File: src/rtl/pipe_mux_n.sv
// NUM_IN-way, WIDTH-bit selector with a registered output and a 2-entry skid buffer.
// InReady depends only on register state; out-of-range selects deliver zero and raise a sticky flag.
module pipe_mux_n #(
    parameter int WIDTH  = 32,
    parameter int NUM_IN = 4,
    parameter int SEL_W  = 2
) (
    input  logic                    Clk,
    input  logic                    Rst_n,
    input  logic [NUM_IN*WIDTH-1:0] In,
    input  logic [SEL_W-1:0]        Sel,
    input  logic                    InValid,
    output logic                    InReady,
    output logic [WIDTH-1:0]        Out,
    output logic                    OutValid,
    input  logic                    OutReady,
    output logic                    SelErr,
    input  logic                    ErrClr
);

    generate
        if (NUM_IN < 2 || NUM_IN > 16 || (1 << SEL_W) < NUM_IN) begin : g_bad_params
            $error("pipe_mux_n: NUM_IN must be 2..16 and 2**SEL_W >= NUM_IN");
        end
    endgenerate

    logic [WIDTH-1:0] out_q, out_d;
    logic             out_valid_q, out_valid_d;
    logic [WIDTH-1:0] skid_q, skid_d;
    logic             skid_valid_q, skid_valid_d;
    logic             sel_err_q, sel_err_d;

    logic [WIDTH-1:0] sel_word;
    logic             sel_oob;
    logic             accept;

    // Unmatched (out-of-range) selects fall through to the all-zero default.
    always_comb begin
        sel_word = '0;
        for (int k = 0; k < NUM_IN; k++) begin
            if (Sel == SEL_W'(k)) begin
                sel_word = In[k*WIDTH +: WIDTH];
            end
        end
    end

    assign sel_oob = (32'(Sel) >= 32'(NUM_IN));
    assign accept  = InValid & ~skid_valid_q;

    always_comb begin
        out_d        = out_q;
        out_valid_d  = out_valid_q;
        skid_d       = skid_q;
        skid_valid_d = skid_valid_q;
        sel_err_d    = (accept & sel_oob) | (sel_err_q & ~ErrClr);

        // Main register is free this edge: refill from skid first to keep FIFO order.
        if (!out_valid_q || OutReady) begin
            if (skid_valid_q) begin
                out_d        = skid_q;
                out_valid_d  = 1'b1;
                skid_valid_d = 1'b0;
            end else if (accept) begin
                out_d       = sel_word;
                out_valid_d = 1'b1;
            end else begin
                out_valid_d = 1'b0;
            end
        end else if (accept) begin
            skid_d       = sel_word;
            skid_valid_d = 1'b1;
        end
    end

    always_ff @(posedge Clk or negedge Rst_n) begin
        if (!Rst_n) begin
            out_q        <= '0;
            out_valid_q  <= 1'b0;
            skid_q       <= '0;
            skid_valid_q <= 1'b0;
            sel_err_q    <= 1'b0;
        end else begin
            out_q        <= out_d;
            out_valid_q  <= out_valid_d;
            skid_q       <= skid_d;
            skid_valid_q <= skid_valid_d;
            sel_err_q    <= sel_err_d;
        end
    end

    assign InReady  = ~skid_valid_q;
    assign Out      = out_q;
    assign OutValid = out_valid_q;
    assign SelErr   = sel_err_q;

endmodule

File: config.mk
export PLATFORM = sky130hd
export DESIGN_NAME = pipe_mux_n
export DESIGN_NICKNAME = d
export VERILOG_FILES = /design/src/rtl/pipe_mux_n.sv
export SDC_FILE = /design/constraint.sdc
export NUM_CORES = 1
export LEC_CHECK = 0
export ABC_AREA = 1
export CORE_UTILIZATION = 39
export CTS_BUF_LIST = sky130_fd_sc_hd__clkbuf_16
export CTS_CLUSTER_DIAMETER = 40
export DETAILED_ROUTE_END_ITERATION = 16
export PLACE_DENSITY = 0.85
export RECOVER_POWER = 25
export SYNTH_ARGS = -nofsm -noshare
export SYNTH_HDL_FRONTEND = slang
export SYNTH_SLANG_ARGS = --single-unit
File: constraint.sdc
create_clock -name Clk -period 1.3 [get_ports Clk]
set_input_delay 0.13 -clock Clk [delete_from_list [all_inputs] [get_ports Clk]]
set_output_delay 0.13 -clock Clk [all_outputs]
set_load 0.05 [all_outputs]
==> flow_summary_export.csv, run 1 <==
group,metric,value,unit
drt,routed-via-count,4463,
setup_path,cp_max_fo,64,
sta,maxSlewViolCount,0,
power_and_ir_drop,p_total,8500,uW
placed_design,gp_congestion,0.7702,
power_and_ir_drop,p_switching,2989,uW
global_routing,grt_overflow_total,0,
layout,nets,876,
sta,grt_setup_unrepaired,"true",
layout,drive_above_1_share,0.1180,
synthesis,synth-compound-area-share,0.08261,
layout,final_common_cell,"nand2_1",
layout,nFillCells,777,
global_routing,grt_max_degree,68,
floorplanning,start_util,0.4004,
synthesis,synth_warnings,0,
synthesis,synthSimpleGateAreaFrac,0.4276,
clock_network,cts_tree,"done",
clock_network,ctsHtreeMaxLevel,3,
power_and_ir_drop,power_density,1289,nW/um2
synthesis,ys_seq_area_frac,0.4324,
sta,fin_crit,1.241,ns
layout,n_antenna_cell,0,
drt,drtPass1Iterations,6,
setup_path,worstPathArrival,1.43,ns
setup_path,endpoint_kind,"flip-flop",
synthesis,avgSynthCellArea,6.815,um2
synthesis,synth_cell_types,19,
synthesis,synth-edff-count,0,
placed_design,dp.cells,851,
layout,layout_common_cells,"nand2_1 (225), clkdlybuf4s50_1 (131), dfrtp_1 (66)",
synthesis,synth-adder-area-share,0,
synthesis,synth_top_area_share,0.4324,
power_and_ir_drop,pwr-share-comb,0.414,
clock_network,root_buffer,"clkbuf_16",
setup_path,crit_slowest_cell,"dfrtp_1",
power_and_ir_drop,seqPwrFrac,0.343,
sta,holdWs,0.3409,ns
placed_design,numPortBuffers,169,
setup_path,path_cells,"inv_4, nand4_1, buf_12, nand2_1, o21ai_1",
clock_network,clock_path_buffers,2,
drt,drt-total-wl,13600,um
setup_path,critPathKind,"reg2reg",
clock_network,cts.clk_slew.worst_paths,0.05,ns
clock_network,numCtsBuffers,9,
synthesis,yosys_most_used_dff,"dfrtp_1",
setup_path,cp_data_required_time,1.49,ns
floorplanning,io_pins,170,
sta,setup_violations,0,
layout,multi_input_area,1999,um2
status,status,"complete, no violations",
drt,drcViolationCount,0,
setup_path,worst_path_largest_cell_delay,0.40,ns
floorplanning,rows,36,
power_and_ir_drop,ir_drop,0.6946,mV
hold_path,hp-class,"in2reg",
layout,syn_to_final_growth,70.09,%
drt,drtIter0Drc,215,
drt,wire_per_inst,15.48,um
power_and_ir_drop,clkPwrFrac,0.243,
global_routing,antenna_found_initial,0,
sta,slew_headroom,0.5901,
global_routing,grt_pass1_vias,4443,
power_and_ir_drop,power.internal,5511,uW
drt,avgViaCountPerCell,5.077,
sta,max_freq,0.8056,GHz
floorplanning,die_area,10340,um2
clock_network,cts.sinks,67,
synthesis,yosysTopAreaCell,"dfrtp_1",
synthesis,ys_ff_latch,67,
synthesis,syn_nets,704,
power_and_ir_drop,leakagePower,0.003153,uW
layout,seqCellArea,1678,um2
synthesis,synth.area.top_cells,"dfrtp_1 (43%), nand2_1 (22%), nand3_1 (8.3%), nor2_1 (6.4%), o21ai_0 (5.0%)",
power_and_ir_drop,p_sw_frac,0.3516,
synthesis,synth.area.mux_share,0,
clock_network,clk_latency,0.32,ns
synthesis,synth_xor_xnor_area_share,0,
run,drv_cap,0,
synthesis,syn_inst,569,
floorplanning,die_y,101.7,um
sta,skew,0.004834,ns
drt,ant_nets,0,
sta,hold_viol_final,0,
layout,utilization,0.6810,
placed_design,place_area,6102,um2
sta,min_period_over_period,0.9548,
global_routing,gr-usage-all-layers,0.2642,
synthesis,synth_top_family_by_area,"simple AND/OR/NAND/NOR gates",
setup_path,startpoint_type,"flip-flop",
synthesis,async_flop_share,1.000,
sta,tightest_slew,0.6149,ns
floorplanning,core,9684,um2
synthesis,syn_area,3877,um2
layout,final_area,6595,um2
placed_design,dp_hpwl,9008,um
floorplanning,die_w,101.7,um
global_routing,grt_pass1_wl,20790,um
layout,fin_cells,879,
[worst max-delay path: cells and delay by family, from the launching register on]
family,cells,cell delay (ns)
compound gates,1,0.07
buf+inv,2,0.34
flops,1,0.40
simple gates,2,0.26
[area by class of cell]
cell class                 count  share of cell area
sequential                    67              0.2544
clock inverter                 7            0.004174
clock buffer                   9             0.03415
tap                          133             0.02523
multi-input combinational    457              0.3032
timing repair buffer         200              0.3751
inverter                       6            0.003794
[metrics by stage]
stage          worst slack [ns]  TNS [ns]
2_1_floorplan         -0.002877  -0.01614
3_3_place_gp            -0.1607    -4.607
3_5_place_dp            -0.1851    -5.572
4_1_cts                -0.01111  -0.01111
5_1_grt               -0.009643  -0.01256
6_report                0.05873         0
[cell families after synthesis]
group | count (synthesis)
buf+inv | 45
compound gates | 64
flops | 67
simple gates | 393
[final timing paths]
| kind | start | endpoint | slack, ns | depth (start not counted) |
|---|---|---|---|---|
| max | skid_valid_q$_DFFE_PN0P_ | skid_q[3]$_DFFE_PN0P_ | 0.06 | 5 |
| min | ErrClr | SelErr$_DFF_PN0_ | 0.34 | 2 |
| max reg2reg | skid_valid_q$_DFFE_PN0P_ | skid_q[3]$_DFFE_PN0P_ | 0.06 | 5 |
| min reg2reg | skid_q[6]$_DFFE_PN0P_ | skid_q[6]$_DFFE_PN0P_ | 0.49 | 2 |
| max in group asynchronous | Rst_n | OutValid$_DFFE_PN0N_ | 0.42 | 3 |
| min in group asynchronous | Rst_n | SelErr$_DFF_PN0_ | 0.45 | 3 |
[power by group through the flow]
stage / combinational (uW) / sequential [uW] / clock (uW)
final: 3520 / 2920 / 2070
after global placement: 3250 / 2910 / 0
after floorplan: 889 / 3540 / 0
after global routing: 3740 / 2980 / 2190
after CTS: 3490 / 2920 / 2100
after detailed placement: 3340 / 2940 / 0
[per-layer routing]
metal | vias up | routed length (um) | global-route usage
met4 | 0 | 224 | 0.1026
li1 | 2158 | - | -
met5 | - | 0 | 0
met3 | 20 | 1215 | 0.07246
met2 | 177 | 6935 | 0.4896
met1 | 2108 | 5227 | 0.2836
[registers in the layout, indices dropped and copies added, names as in the netlist]
register	flops
skid_valid_q	1
Out	32
skid_q	32
SelErr	1
OutValid	1
[synthesized netlist by cell type, types with 2 or more instances]
master and number:
nor2_1 66, o21ai_1 25, clkbuf_2 2, nand2_1 226, buf_2 20, or2_0 30, o21ai_0 39, nand3_1 64
dfrtp_1 67, or2_2 3, clkbuf_1 10, buf_4 5, inv_1 6
[timing repair]
action / 4_1_cts / 5_1_grt
buffers inserted: 2 / 4
pin swaps: 0 / 1
hold buffers: 1 / 0
endpoints found under the hold margin: 67 / 0
endpoints found under the setup margin: 14 / 31
gates cloned: 4 / 1
resized for setup: 4 / 4
(Power assumes the default switching activity.)
==> run 2, diff against run 1 <==
--- a/config.mk
+++ b/config.mk
@@ -6,6 +6,7 @@
 export NUM_CORES = 1
 export LEC_CHECK = 0
 export ABC_AREA = 1
+export CORE_MARGIN = 2
 export CORE_UTILIZATION = 39
 export CTS_BUF_LIST = sky130_fd_sc_hd__clkbuf_16
 export CTS_CLUSTER_DIAMETER = 40
@@ -15,3 +16,4 @@
 export SYNTH_ARGS = -nofsm -noshare
 export SYNTH_HDL_FRONTEND = slang
 export SYNTH_SLANG_ARGS = --single-unit
+export TNS_END_PERCENT = 1
==> flow_summary_export.csv, run 2 (synthesized netlist as in run 1, its figures left out) <==
group,metric,value,unit
global_routing,grt_use_met1,0.2865,
sta,skew,0.006266,ns
sta,worst_slack,-0.02380,ns
layout,utilization,0.6750,
clock_network,clk_latency,0.32,ns
power_and_ir_drop,leakagePower,0.003134,uW
clock_network,ctsHtreeMaxLevel,3,
placed_design,pre_cts_slack,-0.1707,ns
floorplanning,die_w,103.7,um
sta,tightest_slew,0.8444,ns
drt,drtIter0Drc,367,
placed_design,dp.cells,851,
global_routing,grt_max_degree,68,
setup_path,endpoint_kind,"primary output",
setup_path,cp_data_required_time,1.17,ns
layout,n_antenna_cell,0,
power_and_ir_drop,p_total,8878,uW
global_routing,use_met2,0.4399,
layout,nets,870,
setup_path,cp_max_fo,17,
layout,final_common_cell,"nand2_1",
floorplanning,rows,36,
layout,fin_cells,873,
drt,drt-total-wl,13470,um
setup_path,worst_path_largest_cell_delay,0.40,ns
layout,drive_above_1_share,0.1135,
hold_path,hp-class,"in2reg",
setup_path,worstPathArrival,1.19,ns
setup_path,crit_slowest_cell,"dfrtp_1",
setup_path,path_cells,"inv_2, buf_12, buf_12",
global_routing,grt_pass1_wl,21660,um
global_routing,antenna_found_initial,0,
status,status,"finished, violations left",
floorplanning,io_pins,170,
drt,wire_per_inst,15.43,um
sta,slew_headroom,0.4371,
status,violations,"negative setup slack",
drt,ant_nets,0,
drt,routed-via-count,4418,
sta,setup_tns,-0.02380,ns
run,drv_cap,0,
power_and_ir_drop,power_density,1352,nW/um2
global_routing,busiest_layer,"met2",
clock_network,cts_tree,"done",
layout,nFillCells,807,
setup_path,critPathKind,"reg2out",
sta,setup_violations,1,
drt,drtPass1Iterations,5,
clock_network,root_buffer,"clkbuf_16",
global_routing,grt_use_met3,0.06986,
setup_path,crit_top_cell,"buf_12",
clock_network,cts.clk_slew.worst_paths,0.05,ns
floorplanning,core,9729,um2
floorplanning,die_y,103.7,um
sta,hold_viol_final,0,
global_routing,grt_overflow_total,0,
sta,fin_crit,1.324,ns
global_routing,grt_pass1_vias,4559,
drt,drcViolationCount,0,
placed_design,numPortBuffers,169,
floorplanning,die_area,10760,um2
clock_network,cts.sinks,67,
sta,grt_setup_unrepaired,"true",
layout,layout_common_cells,"nand2_1 (226), clkdlybuf4s50_1 (131), dfrtp_1 (66)",
setup_path,startpoint_type,"flip-flop",
drt,avgViaCountPerCell,5.061,
layout,syn_to_final_growth,69.38,%
global_routing,gr-usage-all-layers,0.2473,
floorplanning,start_util,0.3985,
placed_design,dp_hpwl,9207,um
sta,min_period_over_period,1.018,
clock_network,numCtsBuffers,9,
sta,max_freq,0.7554,GHz
placed_design,gp_congestion,0.8632,
clock_network,clock_path_buffers,2,
sta,maxSlewViolCount,0,
power_and_ir_drop,ir_drop,0.6429,mV
run 2: changes by cell type in the layout (fill, tap and decap cells not counted), sizes merged:
cell / change
bufinv: +2
clkinvlp: +1
inv: -1
clkinv: -2
clkbuf: +2
buf: -8
run 2: cell type report:
class | count | area, um2 | area share
clock buffers | 9 | 225.2 | 0.03429
flip-flops and latches | 67 | 1678 | 0.2555
inverters | 6 | 22.52 | 0.003429
clock inverters | 7 | 83.83 | 0.01276
multi-input cells | 457 | 1997 | 0.3041
well taps | 133 | 166.4 | 0.02534
repair buffers | 194 | 2395 | 0.3646
run 2: power by group:
group	switching (uW)	internal (uW)	total (uW)
Combinational	1760	1690	3450
Clock	858	1650	2510
Sequential	377	2530	2910
Total	3000	5880	8880
run 2: worst paths after layout:
kind | startpoint | end | slack, ns | cells after the start
setup reg to reg | skid_valid_q$_DFFE_PN0P_ | Out[13]$_DFFE_PN0P_ | 0.03 | 6
hold / removal | ErrClr | SelErr$_DFF_PN0_ | 0.35 | 2
min in group asynchronous | Rst_n | SelErr$_DFF_PN0_ | 0.55 | 3
max in group asynchronous | Rst_n | OutValid$_DFFE_PN0N_ | 0.18 | 3
setup / recovery | skid_valid_q$_DFFE_PN0P_ | InReady | -0.02 | 3
hold reg to reg | skid_q[31]$_DFFE_PN0P_ | skid_q[31]$_DFFE_PN0P_ | 0.48 | 2
run 2: metal layers:
layer,vias to the layer above,wire (um)
met5,-,0
met4,0,240
met3,21,1188
met2,204,6801
met1,2048,5240
li1,2145,-
run 2: worst max-delay path: cells and delay by family (launching register included):
kind	cells	cell delay (ns)
DFF	1	0.40
buffers and inverters	3	0.48
run 2: through the flow:
step	area [um2]	hold slack [ns]
after floorplan	3884	-0.1656
after global placement	6102	0.1684
after detailed placement	6102	0.1833
final	6568	0.3498
after global routing	6568	0.3559
after CTS	6491	0.3438
run 2: what timing repair did:
item,4_1_cts,5_1_grt
gates cloned,2,3
hold endpoints to repair,67,0
setup buffers,0,0
setup endpoints to repair,20,38
hold buffers,1,0
resized for setup,1,4
pin swaps,0,1
==> run 3, diff against run 2 <==
--- a/config.mk
+++ b/config.mk
@@ -5,14 +5,14 @@
 export SDC_FILE = /design/constraint.sdc
 export NUM_CORES = 1
 export LEC_CHECK = 0
-export ABC_AREA = 1
 export CORE_MARGIN = 2
-export CORE_UTILIZATION = 39
+export CORE_UTILIZATION = 38
 export CTS_BUF_LIST = sky130_fd_sc_hd__clkbuf_16
 export CTS_CLUSTER_DIAMETER = 40
 export DETAILED_ROUTE_END_ITERATION = 16
-export PLACE_DENSITY = 0.85
+export PLACE_DENSITY = 0.84
 export RECOVER_POWER = 25
+export REMOVE_ABC_BUFFERS = 1
 export SYNTH_ARGS = -nofsm -noshare
 export SYNTH_HDL_FRONTEND = slang
 export SYNTH_SLANG_ARGS = --single-unit
==> flow_summary_export.csv, run 3 <==
group,metric,value,unit
layout,drive_above_1_share,0.3071,
sta,holdWs,0.3090,ns
clock_network,cts_tree,"done",
power_and_ir_drop,power_density,1470,nW/um2
synthesis,synth_top_area_share,0.4437,
clock_network,numCtsBuffers,9,
sta,setup_tns,-3.912,ns
drt,drcViolationCount,0,
synthesis,synth-compound-area-share,0.09536,
synthesis,synth_commonest_cells,"dfrtp_1 (67), nand2_1 (65), a21oi_1 (32), a31oi_1 (32), mux2_4 (31)",
synthesis,synth_top_family_by_area,"multiplexers",
drt,drt-total-wl,11450,um
floorplanning,rows,36,
global_routing,grt_max_degree,35,
synthesis,synth.area.top_cells,"dfrtp_1 (44%), mux4_2 (18%), mux2_4 (12%), nand2_1 (6.5%), a31oi_1 (5.3%)",
drt,routed-via-count,3290,
synthesis,synth_warnings,0,
global_routing,gr-usage-all-layers,0.2174,
hold_path,hp-class,"in2async",
synthesis,async_flop_share,1.000,
global_routing,grt_pass1_vias,3612,
floorplanning,die_y,103.7,um
sta,tightest_slew,0.4886,ns
layout,layout_common_cells,"clkdlybuf4s50_1 (131), dfrtp_1 (67), nand2_1 (65)",
synthesis,synth.area.mux_share,0.3189,
drt,drtPass1Iterations,4,
sta,setup_violations,45,
power_and_ir_drop,p_total,9486,uW
floorplanning,start_util,0.3884,
setup_path,cp_max_fo,11,
clock_network,cts.sinks,67,
synthesis,synthSimpleGateAreaFrac,0.07815,
clock_network,clk_latency,0.33,ns
power_and_ir_drop,ir_drop,0.7428,mV
run,drv_cap,0,
synthesis,syn_area,3779,um2
sta,grt_setup_unrepaired,"true",
setup_path,startpoint_type,"flip-flop",
clock_network,ctsHtreeMaxLevel,3,
sta,hold_viol_final,0,
sta,max_freq,0.7008,GHz
synthesis,yosys_most_used_dff,"dfrtp_1",
floorplanning,die_w,103.7,um
global_routing,antenna_found_initial,0,
sta,worst_slack,-0.1270,ns
sta,slew_headroom,0.6742,
setup_path,endpoint_kind,"flip-flop",
floorplanning,core,9729,um2
synthesis,syn_inst,297,
floorplanning,io_pins,170,
drt,ant_nets,0,
sta,maxSlewViolCount,0,
global_routing,grt_overflow_total,0,
power_and_ir_drop,leakagePower,0.002696,uW
layout,nets,612,
sta,fin_crit,1.427,ns
setup_path,r2r_slack,-0.13,ns
synthesis,synth_xor_xnor_area_share,0,
placed_design,dp_hpwl,8004,um
sta,min_period_over_period,1.098,
synthesis,synth-adder-area-share,0,
synthesis,synthMostInstantiatedCell,"dfrtp_1",
setup_path,worstPathArrival,1.64,ns
synthesis,ys_seq_area_frac,0.4437,
status,status,"finished, violations left",
drt,drtIter0Drc,138,
synthesis,ys_ff_latch,67,
layout,final_common_cell,"clkdlybuf4s50_1",
layout,syn_to_final_growth,70.73,%
setup_path,worstRegToRegCells,5,
setup_path,cp_data_required_time,1.51,ns
layout,n_antenna_cell,0,
synthesis,synth-edff-count,0,
placed_design,numPortBuffers,169,
sta,skew,0.009752,ns
floorplanning,die_area,10760,um2
synthesis,avgSynthCellArea,12.72,um2
placed_design,pre_cts_slack,-0.4439,ns
setup_path,critPathKind,"reg2reg",
setup_path,reg2reg_to,"skid_q[19]$_DFFE_PN0P_",
drt,avgViaCountPerCell,5.350,
drt,wire_per_inst,18.61,um
synthesis,yosysTopAreaCell,"dfrtp_1",
clock_network,clock_path_buffers,2,
setup_path,rr_startpoint,"OutValid$_DFFE_PN0N_",
synthesis,synth_cell_types,20,
placed_design,gp_congestion,0.7235,
clock_network,root_buffer,"clkbuf_16",
clock_network,cts.clk_slew.worst_paths,0.06,ns
global_routing,grt_pass1_wl,18420,um
status,violations,"negative setup slack",
[run 3: worst max-delay path by stage]
stage                                    start                endpoint  slack, ns  cells past startpoint
final                     OutValid$_DFFE_PN0N_  skid_q[19]$_DFFE_PN0P_      -0.13                      5
after global routing      OutValid$_DFFE_PN0N_  skid_q[22]$_DFFE_PN0P_      -0.18                      5
after CTS                 OutValid$_DFFE_PN0N_  skid_q[20]$_DFFE_PN0P_      -0.08                      5
after detailed placement              OutReady   skid_q[8]$_DFFE_PN0P_      -0.44                      5
after global placement                OutReady  skid_q[31]$_DFFE_PN0P_      -0.40                      5
after floorplan           OutValid$_DFFE_PN0N_  skid_q[31]$_DFFE_PN0P_      -1.97                      3
[run 3: report_power, final]
part,internal (uW),leakage [uW],switching [uW],total [uW]
logic,2030,0.00176,1610,3640
registers,2600,0.000773,457,3060
clock network,1870,0.000163,917,2780
total,6500,0.00270,2990,9490
[run 3: cells by family after synthesis]
logic type	Yosys count
and+or+nand+nor	72
AOI/OAI and AO/OA	64
muxes	64
DFF	67
buffers and inverters	30
[run 3: metrics by stage]
stage | area [um2] | std cells | util
6_report | 6451 | 615 | 0.6631
5_1_grt | 6451 | 615 | 0.6631
4_1_cts | 6439 | 615 | 0.6618
3_5_place_dp | 5947 | 591 | 0.6112
3_3_place_gp | 5947 | 591 | 0.6112
2_1_floorplan | 3541 | 268 | -
[run 3: critical path, cell delays in order (launching register included)]
cell and delay (ns):
dfrtp_1 0.39, nand2b_4 0.09, nor3b_4 0.18, buf_6 0.17, buf_12 0.16, mux2_4 0.31
[run 3: cell type report]
class	count	area, um2
fill	678	3278
timing repair buffer	198	2380
multi-input combinational	200	1877
sequential	67	1677
clock buffer	9	225.2
tap	133	166.4
clock inverter	7	117.6
inverter	1	8.758
[run 3: metal layers]
metal	vias up	routed length, um	global-route usage
li1	1468	-	-
met1	1656	4471	0.2577
met2	140	5912	0.3770
met3	26	750	0.05727
met4	0	314	0.08687
met5	-	0	0
[run 3: timing repair]
| action | 4_1_cts | 5_1_grt |
|---|---|---|
| hold buffers | 1 | 0 |
| pin swaps | 1 | 0 |
| hold endpoints to repair | 52 | 0 |
| cloned | 3 | 0 |
| resized for setup | 19 | 8 |
| endpoints found under the setup margin | 65 | 67 |
| buffers inserted | 4 | 0 |
